<file path="src/rtl/key_debouncer.sv">
// Debounces raw keys/switches; emits clean levels, press pulses and auto-repeat pulses.
// Latency: 2 sync + DEBOUNCE_CYCLES edges to KEYClean/KEYPress; no backpressure, pulses are never held off.
module key_debouncer #(
  parameter int         DEBOUNCE_CYCLES = 500000,
  parameter int         REPEAT_DELAY    = 25000000,
  parameter int         REPEAT_RATE     = 5000000,
  parameter logic [3:0] REPEAT_MASK     = 4'b1000
) (
  input  logic       Clk,
  input  logic       Reset,
  input  logic [3:0] KEY,
  input  logic       SW,
  input  logic       SW2,
  output logic [3:0] KEYClean,
  output logic [3:0] KEYPress,
  output logic [3:0] KEYHeld,
  output logic       SWClean,
  output logic       SW2Clean
);

  localparam int DBW   = $clog2(DEBOUNCE_CYCLES);
  localparam int RPMAX = (REPEAT_DELAY > REPEAT_RATE) ? REPEAT_DELAY : REPEAT_RATE;
  localparam int RPW   = $clog2(RPMAX);
  localparam logic [DBW-1:0] DB_TERM    = DBW'(DEBOUNCE_CYCLES - 1);
  localparam logic [RPW-1:0] DELAY_TERM = RPW'(REPEAT_DELAY - 1);
  localparam logic [RPW-1:0] RATE_TERM  = RPW'(REPEAT_RATE - 1);
  // Keys idle high (active-low), switches idle low.
  localparam logic [5:0] IN_INIT = 6'b001111;

  typedef enum logic [1:0] {IDLE, PRESSED, REPEAT} kstate_t;

  logic [5:0] raw, sync1, sync2, stable;
  logic [3:0] key_stable_nxt;

  assign raw = {SW2, SW, KEY};

  always_ff @(posedge Clk or posedge Reset) begin
    if (Reset) begin
      sync1 <= IN_INIT;
      sync2 <= IN_INIT;
    end else begin
      sync1 <= raw;
      sync2 <= sync1;
    end
  end

  for (genvar i = 0; i < 6; i++) begin : g_db
    logic [DBW-1:0] cnt, cnt_nxt;
    logic           st, st_nxt;

    always_comb begin
      st_nxt  = st;
      cnt_nxt = '0;
      if (sync2[i] != st) begin
        if (cnt == DB_TERM) st_nxt = sync2[i];
        else                cnt_nxt = cnt + 1'b1;
      end
    end

    always_ff @(posedge Clk or posedge Reset) begin
      if (Reset) begin
        st  <= IN_INIT[i];
        cnt <= '0;
      end else begin
        st  <= st_nxt;
        cnt <= cnt_nxt;
      end
    end

    assign stable[i] = st;
    if (i < 4) begin : g_key_nxt
      assign key_stable_nxt[i] = st_nxt;
    end
  end

  // The FSM looks at the next stable value so press pulses and release
  // transitions land on the same edge as the KEYClean change.
  for (genvar k = 0; k < 4; k++) begin : g_key
    kstate_t        state, state_nxt;
    logic [RPW-1:0] rcnt, rcnt_nxt;
    logic           press, press_nxt;

    always_comb begin
      state_nxt = state;
      rcnt_nxt  = rcnt;
      press_nxt = 1'b0;
      case (state)
        IDLE: begin
          if (stable[k] && !key_stable_nxt[k]) begin
            press_nxt = 1'b1;
            rcnt_nxt  = '0;
            state_nxt = PRESSED;
          end
        end
        PRESSED: begin
          if (key_stable_nxt[k]) begin
            rcnt_nxt  = '0;
            state_nxt = IDLE;
          end else if (REPEAT_MASK[k]) begin
            if (rcnt == DELAY_TERM) begin
              press_nxt = 1'b1;
              rcnt_nxt  = '0;
              state_nxt = REPEAT;
            end else begin
              rcnt_nxt = rcnt + 1'b1;
            end
          end else begin
            rcnt_nxt = '0;
          end
        end
        REPEAT: begin
          if (key_stable_nxt[k]) begin
            rcnt_nxt  = '0;
            state_nxt = IDLE;
          end else if (rcnt == RATE_TERM) begin
            press_nxt = 1'b1;
            rcnt_nxt  = '0;
          end else begin
            rcnt_nxt = rcnt + 1'b1;
          end
        end
        default: begin
          rcnt_nxt  = '0;
          state_nxt = IDLE;
        end
      endcase
    end

    always_ff @(posedge Clk or posedge Reset) begin
      if (Reset) begin
        state <= IDLE;
        rcnt  <= '0;
        press <= 1'b0;
      end else begin
        state <= state_nxt;
        rcnt  <= rcnt_nxt;
        press <= press_nxt;
      end
    end

    assign KEYPress[k] = press;
    assign KEYHeld[k]  = (state == REPEAT);
  end

  assign KEYClean = stable[3:0];
  assign SWClean  = stable[4];
  assign SW2Clean = stable[5];

endmodule

</file>
<file path="config.mk">
export PLATFORM = sky130hd
export DESIGN_NAME = key_debouncer
export DESIGN_NICKNAME = d
export VERILOG_FILES = /design/src/rtl/key_debouncer.sv
export SDC_FILE = /design/constraint.sdc
export NUM_CORES = 1
export LEC_CHECK = 0
export CORE_ASPECT_RATIO = 1.4
export CORE_UTILIZATION = 34
export DETAILED_ROUTE_END_ITERATION = 8
export PLACE_DENSITY = 0.54
export SYNTH_ARGS = -nofsm -noshare
export SYNTH_HDL_FRONTEND = slang
export SYNTH_SLANG_ARGS = --single-unit
</file>
<file path="constraint.sdc">
create_clock -name Clk -period 11.8 [get_ports Clk]
set_input_delay 1.77 -clock Clk [delete_from_list [all_inputs] [get_ports Clk]]
set_output_delay 1.77 -clock Clk [all_outputs]
set_load 0.02 [all_outputs]
</file>
==> results.py <==
metrics = {
    "synth": {
        "synth_largest_area_cell": "dfrtp_1",
        "netlist_area_sq_um": 8090,
        "ys_seq_area_share_pct": 51.5,
        "synthCells": 823,
        "synth_async_sr_flop_share_pct": 100,
        "synth.most_common_cell": "dfrtp_1",
        "yosys_warnings": 0,
        "synth_top_area_share_pct": 47.6,
        "synth-edff-count": 0,
        "ys_types": 56,
        "synth_seq_cells": 166,
        "avgSynthCellArea_sq_um": 9.83,
        "ys.flop_type": "dfrtp_1",
        "synthTopCellsByArea": "dfrtp_1 (48%), nor2_1 (6.7%), xor2_1 (5.7%)",
        "synth_common_cells": "dfrtp_1 (154), nor2_1 (144), nand2_1 (72)",
    },
    "floorplanning": {
        "start_util_pct": 34.7,
        "rows": 66,
        "die-area_sq_um": 24400,
        "dieHeight_microns": 185,
        "coreArea_sq_um": 23300,
        "die_x_microns": 132,
        "io_pins": 22,
    },
    "global_route": {
        "grt_pass1_vias": 5768,
        "antenna_found_initial": 0,
        "grt_max_degree": 96,
        "gr-usage-all-layers_pct": 13.6,
        "grt_first_pass_wirelength_mm": 27.0,
        "grt_overflow": 0,
    },
    "power_and_ir_drop": {
        "clockPowerShare_pct": 48.7,
        "seqPwrFrac_pct": 48.7,
        "p_per_area_nw_per_um2": 131,
        "ir_drop_mv": 0.100,
        "p_leak_nw": 3.78,
        "pwr-share-comb_pct": 2.6,
        "netSwitchingFraction_pct": 22.9,
        "p_int_mw": 0.924,
        "p_switching_mw": 0.274,
    },
    "detailed_routing": {
        "drc": 0,
        "viasPerCell": 4.89,
        "vias": 5643,
        "drtIter0Drc": 273,
        "drt-total-wl_mm": 15.1,
        "antenna_left": 0,
        "wire_per_inst_microns": 13.1,
        "drtPass1Iterations": 4,
    },
    "clock_network": {
        "clk_latency_ns": 0.43,
        "cts_tree": "built",
        "clk_path_buf_depth": 2,
        "cts_repair_resize_count": 0,
        "clock_sinks": 166,
        "htreeDepth": 4,
        "clk_pin_slew_worst_paths_ns": 0.07,
        "cts_buffers": 17,
        "hold_buffers": 0,
        "post_cts_buffers": 0,
        "root_buffer": "clkbuf_16",
    },
    "setup_path": {
        "r2r_start": "g_db[3].cnt[6]",
        "critPathKind": "flip-flop to primary output",
        "cp-start-kind": "flip-flop",
        "cpPeakStageDelay_ns": 0.64,
        "cp.required_ns": 10.03,
        "slowest_stage": "clkdlybuf4s50_1",
        "worstPathCellList": "inv_1 > ha_1 > clkdlybuf4s50_1",
        "r2r_end": "g_key[3].rcnt[11]",
        "r2r_setup_slack_ns": 8.48,
        "cp.arrival_ns": 1.84,
        "crit_fanout": 5,
        "r2r_cells": 6,
        "critPathCaptureType": "primary output",
    },
    "place": {
        "numPortBuffers": 18,
        "dp.final_hpwl_mm": 9.82,
        "gp_congestion": 0.742,
        "place_area_sq_um": 8520,
    },
    "sta": {
        "skew_ns": 0.00797,
        "drv_slew": 0,
        "period_share_pct": 30.6,
        "finalCriticalPeriod_ns": 3.61,
        "fin_tns_setup_ns": 0,
        "setup_viol": 0,
        "hold_viol": 0,
        "rsz0062_at_grt": "no",
        "fmax_ghz": 0.277,
        "slew_headroom_pct": 29.4,
        "worstMarginPinSlew_ns": 1.06,
    },
    "layout": {
        "fin_area_sq_um": 9140,
        "fin_nets": 853,
        "antennaDiodeCount": 0,
        "layout-drive-gt1-share_pct": 7.67,
        "area_delta_synth_final_pct": 12.9,
    },
    "hold_path": {
        "hold_class": "flip-flop to flip-flop",
        "whs_endpoint": "sync2[5]",
        "hold_depth": 0,
        "worstHoldStart": "sync1[5]",
    },
    "run": {
        "cap_violations": 0,
    },
    "status": {
        "outcome": "completed",
    },
}
## routing by layer
layer	track usage, %	wire (microns)	vias up
met2	23.9	7540	44
li1	-	-	2845
met1	16.2	7050	2738
met5	0	0	-
met3	2.67	284	16
met4	5.38	243	0
## metrics by stage
stage	worst slack [ns]	util (%)	power [mW]	hold WS, ns	cells
final	8.19	39.2	1.20	0.355	1153
after global routing	8.07	39.2	1.25	0.362	1153
after floorplan	5.56	-	0.618	0.331	825
after global placement	7.85	36.6	0.628	0.343	1121
after detailed placement	7.86	36.6	0.628	0.336	1121
after CTS	8.14	39.2	1.22	0.359	1153
## layout by cell type, fill, tap and decap left out, drive strengths merged, types with 22 or more instances in the layout
master,instances
dfrtp,154
inv,25
nand2,72
nand3,43
nor2,145
nor3,22
o21ai,31
xnor2,46
xor2,53
## sequential cells by signal, summed over array words and instances (netlist names)
name	count
SWClean	1
g_db.st	4
SW2Clean	1
sync2	6
g_db.cnt	114
g_key.state	5
sync1	6
g_key.press	4
g_key.rcnt	25
## logic make-up after synthesis
logic type               synth area share [%]
buffers and inverters                    2.91
AND/OR/NAND/NOR                          25.8
XOR/XNOR                                 10.7
adder cells (fa/ha/maj)                  1.70
flip-flops                               51.5
AO/OA/AOI/OAI                            6.11
other                                  0.0463
multiplexers                             1.22
## critical path: cells and delay by family (launching register included)
family | cells | cell delay (ns)
adders and majority gates | 1 | 0.25
buffers and inverters | 2 | 0.75
DFF | 1 | 0.41
## cell type report
| class | count | area [sq um] |
|---|---|---|
| Inverter | 19 | 76.3 |
| Clock inverter | 15 | 194 |
| Clock buffer | 17 | 425 |
| Timing Repair Buffer | 20 | 195 |
| Multi-Input combinational cell | 610 | 3690 |
| Fill cell | 2318 | 14100 |
| Sequential cell | 166 | 4170 |
| Tap cell | 306 | 383 |
## worst max-delay path by stage
stage / start / to / slack [ns] / depth (start not counted)
final: g_key[3].state[0] / KEYHeld[3] / 8.19 / 3
after global routing: g_key[3].state[0] / KEYHeld[3] / 8.07 / 3
after CTS: g_key[3].state[0] / KEYHeld[3] / 8.14 / 3
after detailed placement: Reset / g_key[0].press / 7.86 / 3
after global placement: Reset / g_db[0].cnt[12] / 7.85 / 3
after floorplan: Reset / SW2Clean / 5.56 / 1
## power groups by stage
stage / Sequential, mW / Clock, mW / Combinational (mW)
2_1_floorplan: 0.593 / 0 / 0.0249
3_3_place_gp: 0.594 / 0 / 0.0335
3_5_place_dp: 0.594 / 0 / 0.0335
4_1_cts: 0.584 / 0.601 / 0.0336
5_1_grt: 0.585 / 0.622 / 0.0381
6_report: 0.584 / 0.583 / 0.0316
Note: power is estimated with default switching activity, not from simulation.
